--- config.mk ---
export PLATFORM = sky130hd
export DESIGN_NAME = round_ctrl
export DESIGN_NICKNAME = d
export VERILOG_FILES = /design/src/rtl/round_ctrl.sv
export SDC_FILE = /design/constraint.sdc
export NUM_CORES = 1
export LEC_CHECK = 0
export ABC_AREA = 1
export BUFFER_PORTS_ARGS = -buffer_cell sky130_fd_sc_hd__buf_2
export CAP_MARGIN = 15
export CORE_MARGIN = 1
export CORE_UTILIZATION = 40
export DETAILED_ROUTE_END_ITERATION = 12
export PLACE_DENSITY = 0.65
export SLEW_MARGIN = 0
export SYNTH_ARGS = -nofsm -noshare
export SYNTH_HDL_FRONTEND = slang
export SYNTH_SLANG_ARGS = --single-unit
--- constraint.sdc ---
create_clock -name FrameClk -period 14.2 [get_ports FrameClk]
set_input_delay 1.42 -clock FrameClk [delete_from_list [all_inputs] [get_ports FrameClk]]
set_output_delay 1.42 -clock FrameClk [all_outputs]
set_load 0.01 [all_outputs]
--- src/rtl/round_ctrl.sv ---
// Game-flow controller for Crossy Robbers: menu, countdown, timed play, pause,
// intermission and game end. Optional pause feature: define ROUND_CTRL_PAUSE_EN.
module round_ctrl #(
  parameter int ROUND_FRAMES     = 7142,
  parameter int NUM_ROUNDS       = 3,
  parameter int COUNTDOWN_FRAMES = 180,
  parameter int LED_W            = 10,
  parameter int TIMER_W          = 16
) (
  input  logic                            FrameClk,
  input  logic                            Reset,
  input  logic                            Continue,
  input  logic                            Pause,
  output logic                            SpawnEnable,
  output logic [$clog2(NUM_ROUNDS+1)-1:0] RoundNum,
  output logic [2:0]                      State,
  output logic                            RoundDone,
  output logic [LED_W-1:0]                LED
);

  localparam int RW = $clog2(NUM_ROUNDS + 1);
  localparam int PW = TIMER_W + $clog2(LED_W) + 1;

  localparam logic [TIMER_W-1:0] CD_LAST    = TIMER_W'(COUNTDOWN_FRAMES - 1);
  localparam logic [TIMER_W-1:0] PLAY_LAST  = TIMER_W'(ROUND_FRAMES - 1);
  localparam logic [RW-1:0]      LAST_ROUND = RW'(NUM_ROUNDS);
  localparam logic [LED_W-1:0]   LED_ONES   = '1;

  typedef enum logic [2:0] {
    S_MENU      = 3'd0,
    S_COUNTDOWN = 3'd1,
    S_PLAY      = 3'd2,
    S_PAUSED    = 3'd3,
    S_INTER     = 3'd4,
    S_END       = 3'd5
  } state_t;

  state_t               state;
  logic [TIMER_W-1:0]   timer;
  logic [RW-1:0]        round;
  logic                 done_q;
  logic                 cont_q;
  logic                 cont_p;
  logic                 pause_p;

  // Edge detectors preset to 1 so a button held through reset gives no edge.
  always_ff @(posedge FrameClk) begin
    if (Reset) cont_q <= 1'b1;
    else       cont_q <= Continue;
  end
  assign cont_p = Continue & ~cont_q;

`ifdef ROUND_CTRL_PAUSE_EN
  logic pause_q;
  always_ff @(posedge FrameClk) begin
    if (Reset) pause_q <= 1'b1;
    else       pause_q <= Pause;
  end
  assign pause_p = Pause & ~pause_q;
`else
  logic pause_unused;
  assign pause_unused = Pause;
  assign pause_p      = 1'b0;
`endif

  always_ff @(posedge FrameClk) begin
    if (Reset) begin
      state  <= S_MENU;
      timer  <= '0;
      round  <= '0;
      done_q <= 1'b0;
    end else begin
      done_q <= 1'b0;
      case (state)
        S_MENU: begin
          if (cont_p) begin
            state <= S_COUNTDOWN;
            timer <= '0;
            round <= RW'(1);
          end
        end
        S_COUNTDOWN: begin
          if (timer == CD_LAST) begin
            state <= S_PLAY;
            timer <= '0;
          end else begin
            timer <= timer + 1'b1;
          end
        end
        S_PLAY: begin
          // Expiry is checked first so a pause on the last frame is dropped.
          if (timer == PLAY_LAST) begin
            state  <= (round < LAST_ROUND) ? S_INTER : S_END;
            timer  <= '0;
            done_q <= 1'b1;
          end else if (pause_p) begin
            state <= S_PAUSED;
          end else begin
            timer <= timer + 1'b1;
          end
        end
`ifdef ROUND_CTRL_PAUSE_EN
        S_PAUSED: begin
          // The paused-on frame already counted as play, so resume one step on.
          if (pause_p) begin
            state <= S_PLAY;
            timer <= timer + 1'b1;
          end
        end
`endif
        S_INTER: begin
          if (cont_p) begin
            state <= S_COUNTDOWN;
            timer <= '0;
            round <= round + 1'b1;
          end
        end
        S_END: begin
          if (cont_p) begin
            state <= S_MENU;
            timer <= '0;
            round <= '0;
          end
        end
        default: begin
          state <= S_MENU;
          timer <= '0;
          round <= '0;
        end
      endcase
    end
  end

  logic [PW-1:0]    bar_prod;
  logic [PW-1:0]    bar_idx;
  logic [LED_W-1:0] bar;

  // Progress bar empties from the low end as the round timer advances.
  assign bar_prod = PW'(LED_W) * PW'(timer);
  assign bar_idx  = bar_prod / PW'(ROUND_FRAMES);
  assign bar      = LED_ONES << bar_idx;

  always_comb begin
    LED = LED_ONES;
    case (state)
      S_PLAY, S_PAUSED: LED = bar;
      S_INTER, S_END:   LED = '0;
      default:          LED = LED_ONES;
    endcase
  end

  assign State       = state;
  assign RoundNum    = round;
  assign SpawnEnable = (state == S_PLAY);
  assign RoundDone   = done_q;

endmodule

---- Yosys cells after proc, flatten, opt, wreduce, memory -nomap -nowiden ----
Index checks and enable logic that the tools add are counted.
W data, S select, Z words.
word-level totals
  input bits .............................. 4
  word-level logic and storage cells ...... 54
  bits in registers ....................... 23
operators by class
  multiplexer cells ....................... 16
  add/subtract/negate cells ............... 2
  $mul .................................... 1
  bitwise operators ....................... 4
  reductions and logical operators ........ 9
  eq/ne operators ......................... 14
  order comparisons ....................... 1
  shifts and indexed selects .............. 1
  div/mod/pow operators ................... 1
operators with widths
  operator                  number
  $mux W16                  3
  $pmux W16 S3              1
  $div A20 B13 Y21 const B  1
  $shl A10 B21 Y10 const A  1
  $pmux W10 S2              1
  $mul A3 B16 Y19 const A   1
  $add A16 B1 Y16 const B   1
  $eq A16 B13 Y1 const B    1
  $eq A16 B8 Y1 const B     1
  $mux W3                   4
  $pmux W3 S4               1
  $reduce_or A2 Y1          5
  $ne A2 B2 Y1 const B      4
  $pmux W2 S4               1
  $reduce_and A4 Y1         2
  $eq A3 B2 Y1 const B      2
  $eq A3 B3 Y1 const B      2
  $mux W2                   3
  $ne A2 B1 Y1 const B      3
  $eq A3 B1 Y1 const B      1
  $logic_not A3 Y1          1
  $not A1 Y1                3
  $reduce_or A3 Y1          1
  $add A2 B1 Y2 const B     1
  other kinds (3)           4

---- Longest topological paths before layout ----
  word-level depth ........................ 4
  mapped depth ............................ 67
  depth with buffers taken out ............ 63

---- Least setup slack after synthesis ----
OpenSTA, ideal clock, no wires.
  path kind ............................... register to output
  start ................................... reg timer[3]
  end ..................................... out LED[4]
  buffers on the path ..................... 5
  arrival ................................. 6,579 ps
  stages on the path, launching flop included .. 56
  setup slack ............................. 6,201 ps
  required time ........................... 12,780 ps
  cells stage by stage .................... dfxtp_1 -> ha_1 -> ha_1 -> fa_1 -> nand2_1 -> nand2_1 -> nand3_1 -> nand2_1 -> xnor2_1 -> nand3_2 -> nand3_1 -> nand2_1 -> o21ai_1 -> nand2_1 -> nand2_1 -> nand2_1 -> nor2_2 -> nand3_4 -> [20 not listed] -> nand3_4 -> buf_4 -> nand3b_1 -> nand2_2 -> nor2_4 -> nand2_2 -> nand3_4 -> nand2_4 -> buf_12 -> nand2_1 -> nand2_1 -> nand3_1 -> nand2_1 -> nor2_4 -> nand2_4 -> nor2_4 -> nand2_1 -> o21ai_1
on the way
  word-level cells in the longest chain between the ends .. 4
RTL lines
  element                 RTL line  text
  from (decl)             39        logic [TIMER_W-1:0] timer;
  from (signal assigned)  87        timer <= timer + 1'b1;
  from (signal assigned)  99        timer <= timer + 1'b1;
  $mul A3 B16 Y19         139       assign bar_prod = PW'(LED_W) * PW'(timer);
  $div A20 B13 Y21        140       assign bar_idx = bar_prod / PW'(ROUND_FRAMES);
  $shl A10 B21 Y10        141       assign bar = LED_ONES << bar_idx;
  $pmux W10 S2            145       case (state)
  to (decl)               18        output logic [LED_W-1:0] LED
Every way passes these cells.

---- Worst setup path after layout ----
  start ................................... reg timer[3]
  end ..................................... out LED[0]
Same word-level chain as after synthesis.

==> out/summary.md <==
The run finished with clean final reports. From bottom edge to top edge, the die measures 118 um. The tool flagged a number of max-cap violations equal to 0. Counting along the longest clock path gives a buffer depth of 2. For the worst setup path, the data required time is 12.78 ns. Dividing total power by cell area gives a power density of 28.3 nW/um^2. The post-synthesis mux area share came out at 0%. For this run, asynchronously set or reset flops after synthesis account for 0%. The synthesized design contains 23 register bits. The largest single stage delay on the critical path is 0.44 ns.

In the final timing run, aggregate negative setup slack is 0 ns. The HPWL after detailed placement is 10.3 mm. The tools report the area enclosed by the die boundary as 14000 um^2. The clock transition time at the flip-flop clock pins of the worst setup and hold paths was 0.06 ns; the placer congestion estimate was 0.848.

The count of input and output buffers is 19. For the number of instances resized during post-cts repair, the log shows 0. The synthesized netlist contains 41 unique library cells.

The run gives 460 um^2 as the area of all sequential standard cells. The library cell used as clock root buffer is sky130_fd_sc_hd__clkbuf_16. The critical path in this run is classified as register to primary output. The adder and majority cell fraction of the synthesized area is 8.00%. Setup repair after global routing left no endpoint under its margin. The number of antenna cells inserted is 0. Of all cell types, the one taking the most synthesized area is sky130_fd_sc_hd__nand2_1.

The logs give 1512 for the number of fill cells and 0 for the final number of setup-violating endpoints. The initial utilization of the core area, before any placement, comes to 40.9%. In this run the count of I/O pins placed on the die edge is 21. The path class of the tightest hold or removal check is register to register. The run gives 5826 as the count of vias placed by the detailed router. For the overall power of the completed layout, the log shows 0.161 mW. The global router's overall resource usage was 17.7%; the static power due to leakage was 3.22 nW.

Once detail routing completed, the nets flagged for antenna violations numbered 0. The die is 118 um wide. Across the routed clock network, the largest skew measured is 0.00190 ns. After detailed routing, the average wire length per cell comes to 10.3 um. Measured against its own limit, the worst slew margin works out to 59.1%. TritonCTS built the clock tree. The initialized floorplan defines 42 standard-cell rows. The total area inside the core boundary comes to 13200 um^2. Relative to the synthesized area, the layout overhead comes to 5.20%. For the net count reported at finish, the log shows 1052.

Of the cells placed in the final design, the portion with a size suffix greater than 1 is 11.7%. The total global routing overflow was 0. In the routed design, unresolved DRC markers number 0.

Dividing the synthesized area by the synthesized cell count gives 5.42 um^2. After synthesis, the most frequently instantiated cells are sky130_fd_sc_hd__nand2_1 (370), sky130_fd_sc_hd__inv_1 (135), sky130_fd_sc_hd__nand3_1 (125), sky130_fd_sc_hd__nor2_1 (76), sky130_fd_sc_hd__ha_1 (33). The run gives 5410 um^2 as the post-synthesis instance area.

The worst setup path is launched from a register. The logs give 12.3 mm for the routed wire length and 0.101 GHz for the peak clock frequency supported by timing. Summing all multi-input logic gate instances after layout gives 4260 um^2. The ratio of routed vias to standard cells was 4.90.

The total count of max-transition violations in the final report was 0. Summed over its instances, the top area cell type makes up 25.7% of the synthesized netlist area. The first detailed-routing pass took 5 iterations. The slowest stage of the critical path belongs to the cell sky130_fd_sc_hd__dfxtp_1. The worst path uses 69.8% of the clock period. The run gives 5140 as the number of global-route vias before repair. VDD sags by at most 64.6 uV.

The maximum fanout along the worst path is 17, and the count of buffers added by post-CTS timing repair for setup is 0. Data arrives at the worst endpoint at 8.50 ns. The first routing iteration left 250 violations. The proportion of synthesized chip area in sequential cells is 8.51%, and the number of H-tree branching levels is 1. The synthesized netlist devotes 7.35% of its cell area to compound gates. Yosys printed 0 warnings. The logs give 0 for the count of final hold-check violations and 0 for the hold buffer count at cts. The tree built by TritonCTS fans out to 23 sinks.

The initial antenna violation count was 0; the time the worst path needs with I/O delays and setup was 9.92 ns. Of the total synthesized cell area, the portion taken by AND, OR, NAND and NOR gates is 59.2%. At the pin with the least slew margin, the transition time is 0.613 ns. The worst setup path is captured at a primary output. In this design, the critical path's most frequently occurring cell is sky130_fd_sc_hd__nand2_1. Summing the areas of all xor and xnor instances in the mapped netlist gives 4.16% of the synthesized area.

The first global-routing pass estimated 22.2 mm of wire. Minimum hold slack: 0.483 ns. For the worst-skew pair, the clock arrives at the later sink with an insertion delay of 0.25 ns.

In the synthesized netlist the dominant register cell turns out to be sky130_fd_sc_hd__dfxtp_1. Ranked by total cell area, the synthesized netlist is headed by sky130_fd_sc_hd__nand2_1 (26%), sky130_fd_sc_hd__nand3_1 (12%), sky130_fd_sc_hd__inv_1 (9.4%). The largest family of logic cells by synthesized area is simple AND/OR/NAND/NOR gates. Synthesis produced a netlist with a net count of 1037. The maximum number of pins on one net before global-route repair came out at 18. TritonCTS created 3 clock buffers. The most instantiated library cell after synthesis is sky130_fd_sc_hd__nand2_1. The number of flops mapped to enable cells by yosys works out to 0. Synthesis handed over a netlist of 999 instances.
[final cells by class]
cell class                      instances  area share, %
Clock buffer                            3           1.32
Clock inverter                          1         0.0879
Inverter                              154           10.2
Multi-Input combinational cell        813           74.8
Sequential cell                        23           8.09
Tap cell                              176           3.87
Timing Repair Buffer                   19           1.67
[per-layer routing]
metal	GRT usage (%)	wire, um	up-vias
met3	0.531	226	9
met2	31.2	5620	61
li1	-	-	3204
met5	0	0	-
met1	24.8	6340	2552
met4	1.60	76	0
[registers in the layout (all words and copies together), names as in the netlist]
| signal | flops |
|---|---|
| State | 3 |
| RoundDone | 1 |
| timer | 16 |
| RoundNum | 2 |
| cont_q | 1 |
[report_power, final]
part | switching [mW] | total, mW | internal (mW)
logic | 0.0209 | 0.0319 | 0.0110
clock network | 0.0230 | 0.0608 | 0.0379
registers | 0.00224 | 0.0685 | 0.0663
total | 0.0461 | 0.161 | 0.115
[stage by stage]
stage / std cells / setup WS (ns) / area [um^2] / utilization (%)
3_5_place_dp: 1185 / 4.50 / 5610 / 42.4
3_3_place_gp: 1185 / 4.59 / 5610 / 42.4
6_report: 1189 / 4.28 / 5690 / 43.0
2_1_floorplan: 999 / 6.20 / 5410 / -
5_1_grt: 1189 / 3.34 / 5690 / 43.0
4_1_cts: 1189 / 4.22 / 5690 / 43.0
[final timing paths]
kind | end | cells past startpoint | slack (ns) | start
worst max-delay path | LED[0] | 55 | 4.28 | timer[3]
worst min-delay path | RoundNum[1] | 2 | 0.48 | RoundNum[1]
worst max register to register | timer[12] | 12 | 11.47 | timer[13]
worst min register to register | RoundNum[1] | 2 | 0.48 | RoundNum[1]
[logic make-up (layout without fill, tap and decap cells)]
logic type / after synthesis / count (layout)
simple gates: 687 / 687
compound gates: 68 / 68
fa+ha+maj: 34 / 34
flops: 23 / 23
xor+xnor: 24 / 24
buf+inv: 163 / 177
[cells in the final DEF (no fill, tap or decap), drive strengths merged]
cell    synthesis  final
or2             1      1
and2            1      1
o21bai          2      2
o211a           1      1
nor2           97     97
o41ai           1      1
fa              1      1
o211ai          3      3
o21ai          23     23
buf             9     19
nor3           18     18
a22oi           1      1
nand3         140    140
nor4            2      2
nand4          16     16
clkbuf          0      3
ha             33     33
nand2         406    406
o31ai           1      1
xor2           19     19
a21oi          30     30
dfxtp          23     23
clkinv          1      2
nand3b          6      6
a31oi           2      2
inv           153    153
a211oi          4      4
xnor2           5      5
[critical path: cells and delay by family, from the launching register on]
| kind | cells | cell delay [ns] |
|---|---|---|
| and+or+nand+nor | 45 | 5.74 |
| xor gates and xnor gates | 2 | 0.51 |
| adders and majority gates | 3 | 0.96 |
| DFF | 1 | 0.44 |
| buffers and inverters | 5 | 0.54 |
Note: power is estimated with default switching activity, not from simulation.
